[src/rtl/diff_amp_cmp_if.sv]
// rtl/diff_amp_cmp_if.sv - sample/result bundle for the diff-amp comparator model
// Carries offset_trim only when DIFF_AMP_CMP_OFFSET_TRIM_EN is defined.
interface diff_amp_cmp_if #(
    parameter int WIDTH = 8
);
    logic        [WIDTH-1:0] vin_p;
    logic        [WIDTH-1:0] vin_n;
    logic                    tail_en;
    logic signed [WIDTH:0]   amp_out;
    logic                    cmp_out;
    logic                    valid;
`ifdef DIFF_AMP_CMP_OFFSET_TRIM_EN
    logic signed [3:0]       offset_trim;

    modport master (output vin_p, vin_n, tail_en, offset_trim, input amp_out, cmp_out, valid);
    modport slave  (input vin_p, vin_n, tail_en, offset_trim, output amp_out, cmp_out, valid);
`else
    modport master (output vin_p, vin_n, tail_en, input amp_out, cmp_out, valid);
    modport slave  (input vin_p, vin_n, tail_en, output amp_out, cmp_out, valid);
`endif
endinterface

[src/rtl/diff_amp_cmp.sv]
// rtl/diff_amp_cmp.sv - 2-stage model of a 5T diff amp: saturated gain plus hysteretic comparator
// Optional input-pair offset trim enabled by DIFF_AMP_CMP_OFFSET_TRIM_EN.
module diff_amp_cmp #(
    parameter int WIDTH      = 8,
    parameter int GAIN_SHIFT = 3,
    parameter int HYST       = 2
) (
    input  logic          clk,
    input  logic          rst_n,
    diff_amp_cmp_if.slave bus
);

`ifdef DIFF_AMP_CMP_OFFSET_TRIM_EN
    localparam int DW = WIDTH + 2;
`else
    localparam int DW = WIDTH + 1;
`endif
    localparam int AW = DW + GAIN_SHIFT;

    localparam logic signed [AW-1:0] SAT_MAX = AW'((1 << WIDTH) - 1);
    localparam logic signed [AW-1:0] SAT_MIN = ~SAT_MAX;
    localparam logic signed [DW-1:0] HYST_P  = DW'(HYST);
    localparam logic signed [DW-1:0] HYST_N  = -HYST_P;

    logic        [WIDTH-1:0] vin_p_q;
    logic        [WIDTH-1:0] vin_n_q;
    logic                    tail_q;
`ifdef DIFF_AMP_CMP_OFFSET_TRIM_EN
    logic signed [3:0]       trim_q;
`endif

    logic signed [WIDTH:0]   amp_q, amp_d;
    logic                    cmp_q, cmp_d;
    logic                    valid_q, valid_d;

    logic signed [DW-1:0]    diff;
    logic signed [AW-1:0]    amp_full;

    always_comb begin
        diff = $signed({{(DW-WIDTH){1'b0}}, vin_p_q}) - $signed({{(DW-WIDTH){1'b0}}, vin_n_q});
`ifdef DIFF_AMP_CMP_OFFSET_TRIM_EN
        diff = diff + $signed({{(DW-4){trim_q[3]}}, trim_q});
`endif
        // Sign-extend before shifting so the full-scale product never wraps.
        amp_full = {{GAIN_SHIFT{diff[DW-1]}}, diff} << GAIN_SHIFT;

        amp_d   = '0;
        valid_d = 1'b0;
        cmp_d   = cmp_q;
        if (!tail_q) begin
            // Unbiased tail: the mirror load pulls the output node to the supply rail.
            cmp_d = 1'b1;
        end else begin
            valid_d = 1'b1;
            if (amp_full > SAT_MAX) begin
                amp_d = SAT_MAX[WIDTH:0];
            end else if (amp_full < SAT_MIN) begin
                amp_d = SAT_MIN[WIDTH:0];
            end else begin
                amp_d = amp_full[WIDTH:0];
            end
            if (!cmp_q && (diff > HYST_P)) begin
                cmp_d = 1'b1;
            end else if (cmp_q && (diff < HYST_N)) begin
                cmp_d = 1'b0;
            end
        end
    end

    always_ff @(posedge clk or negedge rst_n) begin
        if (!rst_n) begin
            vin_p_q <= '0;
            vin_n_q <= '0;
            tail_q  <= 1'b0;
`ifdef DIFF_AMP_CMP_OFFSET_TRIM_EN
            trim_q  <= '0;
`endif
            amp_q   <= '0;
            cmp_q   <= 1'b0;
            valid_q <= 1'b0;
        end else begin
            vin_p_q <= bus.vin_p;
            vin_n_q <= bus.vin_n;
            tail_q  <= bus.tail_en;
`ifdef DIFF_AMP_CMP_OFFSET_TRIM_EN
            trim_q  <= bus.offset_trim;
`endif
            amp_q   <= amp_d;
            cmp_q   <= cmp_d;
            valid_q <= valid_d;
        end
    end

    assign bus.amp_out = amp_q;
    assign bus.cmp_out = cmp_q;
    assign bus.valid   = valid_q;

endmodule

[src/flat_wrapper.sv]
// flat-port wrapper written by rule: the top's interface ports become plain ports
module diff_amp_cmp_flat 
#(
    parameter int WIDTH      = 8,
    parameter int GAIN_SHIFT = 3,
    parameter int HYST       = 2
)
  (clk, rst_n, bus_vin_p, bus_vin_n, bus_tail_en, bus_amp_out, bus_cmp_out, bus_valid);
  diff_amp_cmp_if #(.WIDTH(WIDTH)) bus_i ();
  input  logic clk;
  input  logic rst_n;
  input wire logic [$bits(bus_i.vin_p)-1:0] bus_vin_p;
  input wire logic [$bits(bus_i.vin_n)-1:0] bus_vin_n;
  input wire logic [$bits(bus_i.tail_en)-1:0] bus_tail_en;
  output wire logic [$bits(bus_i.amp_out)-1:0] bus_amp_out;
  output wire logic [$bits(bus_i.cmp_out)-1:0] bus_cmp_out;
  output wire logic [$bits(bus_i.valid)-1:0] bus_valid;
  assign bus_i.vin_p = bus_vin_p;
  assign bus_i.vin_n = bus_vin_n;
  assign bus_i.tail_en = bus_tail_en;
  assign bus_amp_out = bus_i.amp_out;
  assign bus_cmp_out = bus_i.cmp_out;
  assign bus_valid = bus_i.valid;
  diff_amp_cmp #(.WIDTH(WIDTH), .GAIN_SHIFT(GAIN_SHIFT), .HYST(HYST)) u_core (.clk(clk), .rst_n(rst_n), .bus(bus_i));
endmodule
[config.mk]
export PLATFORM = sky130hd
export DESIGN_NAME = diff_amp_cmp_flat
export DESIGN_NICKNAME = d
export VERILOG_FILES = /design/src/rtl/diff_amp_cmp_if.sv /design/src/rtl/diff_amp_cmp.sv /design/src/flat_wrapper.sv
export SDC_FILE = /design/constraint.sdc
export NUM_CORES = 1
export LEC_CHECK = 0
export BUFFER_PORTS_ARGS = -buffer_cell sky130_fd_sc_hd__buf_2
export CAP_MARGIN = 20
export CORE_UTILIZATION = 55
export CTS_CLUSTER_SIZE = 40
export DETAILED_ROUTE_END_ITERATION = 12
export PLACE_DENSITY = 0.85
export SYNTH_ARGS = -nofsm -noshare
export SYNTH_HDL_FRONTEND = slang
export SYNTH_SLANG_ARGS = --single-unit
[constraint.sdc]
create_clock -name clk -period 5.9 [get_ports clk]
set_clock_uncertainty 0.05 [all_clocks]
set_input_delay 1.77 -clock clk [delete_from_list [all_inputs] [get_ports clk]]
set_output_delay 1.77 -clock clk [all_outputs]
set_load 0.05 [all_outputs]
Word level (Yosys, flattened, before mapping)
Index checks and enable logic that the tools add are counted.
{"block": "word_totals", "reg_bits": 28, "input_bits": 19, "word_cells": 22}
{"block": "op_classes", "addsub": 1, "n_lt_le_gt_ge": 4, "eq_ne": 1, "mux": 7, "reduce_logical": 3}
{"op": "$mux 9", "count": 3}
{"op": "$gt 12x9->1 const B", "count": 1}
{"op": "$lt 12x9->1 const B", "count": 1}
{"op": "$gt 9x3->1 const B", "count": 1}
{"op": "$lt 9x2->1 const B", "count": 1}
{"op": "$sub 8x8->9", "count": 1}
{"op": "$mux 1", "count": 4}
{"op": "$ne 3x3->1 const B", "count": 1}
{"op": "$logic_and 1x1->1", "count": 2}
{"op": "$logic_not 1->1", "count": 1}

Depth between registers and ports, before layout
{"block": "logic_depth", "depth_word": 6, "ltp_mapped": 9, "mapped_depth_nobuf": 8}

Worst setup path after synthesis
Ideal clock, no wire load.
{"block": "synth_timing", "path_kind": "reg2out", "startpoint": "register u_core.bus.amp_out[2] (netlist name)", "endpoint": "output port bus_amp_out[1]", "t_arrival_ps": 905, "setup_slack_ps": 3175, "stages_incl_launch_ff": 2, "n_path_buf": 1, "cell_sequence": "dfrtp_1 > buf_4"}
{"element": "end: declaration", "line": "flat_wrapper.sv:15", "source": "output wire logic [$bits(bus_i.amp_out)-1:0] bus_amp_out;"}

Worst setup path after layout
{"block": "layout_timing", "startpoint": "register u_core.cmp_q, in the netlist u_core.bus.cmp_out", "endpoint": "output port bus_cmp_out"}
{"element": "start: declaration", "line": "diff_amp_cmp.sv:33", "source": "logic cmp_q, cmp_d;"}
{"element": "start signal: assignment", "line": "diff_amp_cmp.sv:89", "source": "cmp_q <= cmp_d;"}
{"element": "end: declaration", "line": "flat_wrapper.sv:16", "source": "output wire logic [$bits(bus_i.cmp_out)-1:0] bus_cmp_out;"}
No word-level cell between the ends.

==> results.txt <==
----------------------------------------------------
[Setup path]
  Setup slack of the most critical reg-to-reg path ... roughly 3500 ps
  Family with the most delay on the worst path ... flip-flops
  Cell chain of the critical path ... buf_2
  Origin of the worst setup path ... u_core.bus.cmp_out$_DFFE_PN0P_
  Terminus of the critical flop-to-flop path ... u_core.bus.cmp_out$_DFFE_PN0P_
  Buffers plus inverters on the worst setup path ... 1
  Worst Path Max Fanout ... 3
  Reg2reg start ... u_core.vin_n_q[3]$_DFF_PN0_
  Critical Path RT ... just over 4000 ps
  Depth of the most critical reg-to-reg path ... 8
  Data arrival time of the critical path ... 980 ps
  Crit-path slowest cell ... sky130_fd_sc_hd__dfrtp_1
  Startpoint type of the worst setup path ... flop
  CP max stage delay ... approximately 390 ps
  Crit. End Element ... primary output
  Category of the critical setup timing path ... reg2out

[Clock network]
  Source-to-sink clock delay at the later pin of the worst-skew pair ... ~320 ps
  Clock slew at reported path FFs ... about 130 ps
  Hold buffer count at CTS ... 0
  Total clock sinks ... 26
  Number of buffers added for setup after CTS ... 0
  Number of CTS-inserted buffers ... 3
  Master cell of the clock root buffer ... sky130_fd_sc_hd__clkbuf_4
  Number of H-tree levels ... 1
  Number of buffers on the longest clock path ... 2
  Post-cts resize count ... 0
  TritonCTS clock tree ... built

[Placed design]
  Placed cells ... 160
  Placement Setup Slack ... approximately 3500 ps
  Detailed placer's ending HPWL ... 1.584 mm
  Count of port buffers added during placement ... 29
  Final weighted congestion in routability-driven placement ... between 0.8 and 0.9

[Final layout]
  Number of antenna repair diodes ... 0
  Area occupied by multi-input gates ... between 500 and 600 um^2
  Total Nets Final ... 166
  Ratio of cells with drive above 1 in the final layout ... between 20% and 30%
  Area growth syn-to-layout ... 13.70%
  Fin cells ... between 150 and 200
  Number of fill cells ... 153
  Register area ... 650.6 um^2

[Logic synthesis]
  Largest cells by area after synthesis ... sky130_fd_sc_hd__dfrtp_1, sky130_fd_sc_hd__ha_1, sky130_fd_sc_hd__xor2_1
  Synthesized area per cell ... 11.56 um^2
  Flop and latch count out of synthesis ... 26
  Warnings from Yosys ... 0
  Net Count, Synth ... around 140
  Number of synthesized flops with an enable pin ... 0
  Seq/Total Area, Yosys ... about half
  Yosys cell types ... 37
  Ys async rst share ... between 90% and 100%
  Post-Syn Instances ... roughly 110
  Top post-synthesis cells by count ... sky130_fd_sc_hd__dfrtp_1, sky130_fd_sc_hd__inv_1, sky130_fd_sc_hd__ha_1
  Commonest register cell after synthesis ... sky130_fd_sc_hd__dfrtp_1
  Synth top area share ... approximately half
  Most frequent cell after synthesis ... sky130_fd_sc_hd__dfrtp_1
  Yosys top cell by area ... sky130_fd_sc_hd__dfrtp_1
  Post-synthesis instance area ... 1260 um^2

[STA]
  Final count of pins violating max slew ... 0
  Period utilisation layout ... a little under half
  Clock period minus worst slack ... 2803 ps
  Maximum achievable frequency ... ~360 MHz
  Max-slew headroom at the worst pin ... 63.40%
  Setup repair after global routing missed its margin ... false
  Min Hold Slack ... 383.7 ps
  Final setup margin ... between 3000 and 4000 ps
  Slew @ Worst Pin ... 549.0 ps
  Setup TNS ... 0 ps
  Final number of setup-violating endpoints ... 0
  Final Hold Vio Count ... 0

[Routing]
  WL per Instance ... 12.70 um
  DRC Markers ... 0
  Remaining antenna violation count ... 0
  Vias per cell ... roughly 5.6
  Total vias in the final route ... just over 900
  Iter 0 DRT Violations ... 20
  Total Wirelength ... about 2.1 mm
  Number of detailed-routing iterations run before antenna repair ... 4

[Power]
  Net load switching power ... roughly 130 uW
  Power density of the placed cells ... 277.0 nW/um^2
  Power Internal ... 264.9 uW
  Part of the total power dissipated in the clock network ... between 20 and 25%
  Leakage ... about 0.00073 uW
  Comb power frac ... ~29%
  Worst vdd ir ... roughly 0.18 mV
  Register share of total power ... about half
  Switching part of the total ... between 30% and 40%

[Floorplanning]
  Core Region ... approximately 2100 um^2
  Effective utilization at floorplan ... between 60% and 70%
  Die Ht ... ~50 um
  Number of standard-cell rows in the floorplan ... 16
  Die boundary width ... 49.86 um
  Floorplan die area ... approximately 2500 um^2
  Io pins ... 30

[Global route]
  Wire length of the first global-routing pass ... around 3.7 mm
  Number of global-route vias before repair ... approximately 900
  Overall routing resource usage ... about a fifth
  Antenna violations before repair ... 0
  Maximum number of pins on one net before global-route repair ... 27
  Grt total ovfl ... 0

[Hold path]
  Worst Hold Launch ... u_core.tail_q$_DFF_PN0_
  Cells on Worst Hold Path ... 0
  Worst-case hold path end point ... u_core.bus.valid$_DFF_PN0_
  Hold Crit Class ... reg2reg

[Job]
  # Max-Cap Violations ... 0

[Status]
  Result of the run ... finished, final reports clean

----------------------------------------------------
[cell families (layout without fill, tap and decap cells)]
| family | Yosys count | count (layout) | share of synthesized area (%) |
|---|---|---|---|
| XOR/XNOR | 8 | 8 | 5.561 |
| AND/OR/NAND/NOR | 28 | 28 | 12.41 |
| AO/OA/AOI/OAI | 23 | 23 | 15.09 |
| adder cells (fa/ha/maj) | 9 | 9 | 8.938 |
| flip-flops | 26 | 26 | 51.64 |
| buffers and inverters | 15 | 43 | 6.355 |
[per-stage QoR]
stage	cell area, um^2	util (%)	total power, uW
2_1_floorplan	1260	-	287.8
3_3_place_gp	1396	67.72	307.3
3_5_place_dp	1396	67.72	311.5
4_1_cts	1433	69.48	400.0
5_1_grt	1433	69.48	418.8
6_report	1433	69.48	396.9
[worst max-delay path by stage]
stage                                 to  slack (ps)  depth (start not counted)
after floorplan           bus_amp_out[1]        3180                          1
after global placement       bus_cmp_out        3480                          1
after detailed placement     bus_cmp_out        3460                          1
after CTS                    bus_cmp_out        3080                          1
after global routing         bus_cmp_out        3040                          1
final                        bus_cmp_out        3100                          1
[area by class of cell]
| cell class | instances | share of cell area (%) |
|---|---|---|
| Clock buffer | 4 | 2.533 |
| Inverter | 10 | 2.620 |
| Multi-Input combinational cell | 68 | 36.94 |
| Sequential cell | 26 | 45.41 |
| Tap cell | 27 | 2.358 |
| Timing Repair Buffer | 29 | 10.13 |
[cell usage in the layout (no fill, tap or decap), types with 3 or more instances in the layout]
cell	n
sky130_fd_sc_hd__buf_2	29
sky130_fd_sc_hd__dfrtp_1	26
sky130_fd_sc_hd__inv_1	10
sky130_fd_sc_hd__ha_1	9
sky130_fd_sc_hd__nor2_1	7
sky130_fd_sc_hd__a21oi_1	7
sky130_fd_sc_hd__xor2_1	6
sky130_fd_sc_hd__nand2_1	4
sky130_fd_sc_hd__nand3_1	4
sky130_fd_sc_hd__clkbuf_4	3
[per-layer routing]
layer / GRT usage (%) / up-vias / share of wire (%)
met2: 35.81 / 51 / 50
li1: - / 437 / -
met3: 4.012 / 11 / 6.2
met4: 13.33 / 0 / 4.4
met5: 0 / - / 0
met1: 21.33 / 425 / 39
[power groups by stage]
stage	sequential (uW)	clock [uW]	combinational, uW
4_1_cts	195	91.6	113
3_5_place_dp	198	0	113
5_1_grt	196	99.0	123
6_report	195	88.6	113
2_1_floorplan	224	0	63.5
3_3_place_gp	198	0	110
[flip-flops by register name (all words and copies together), names as in the netlist]
| register | flops |
|---|---|
| u_core.vin_n_q | 8 |
| u_core.bus.cmp_out | 1 |
| u_core.vin_p_q | 8 |
| u_core.tail_q | 1 |
| u_core.bus.valid | 1 |
| u_core.bus.amp_out | 7 |
No activity file was read; power rests on OpenSTA's default activity.
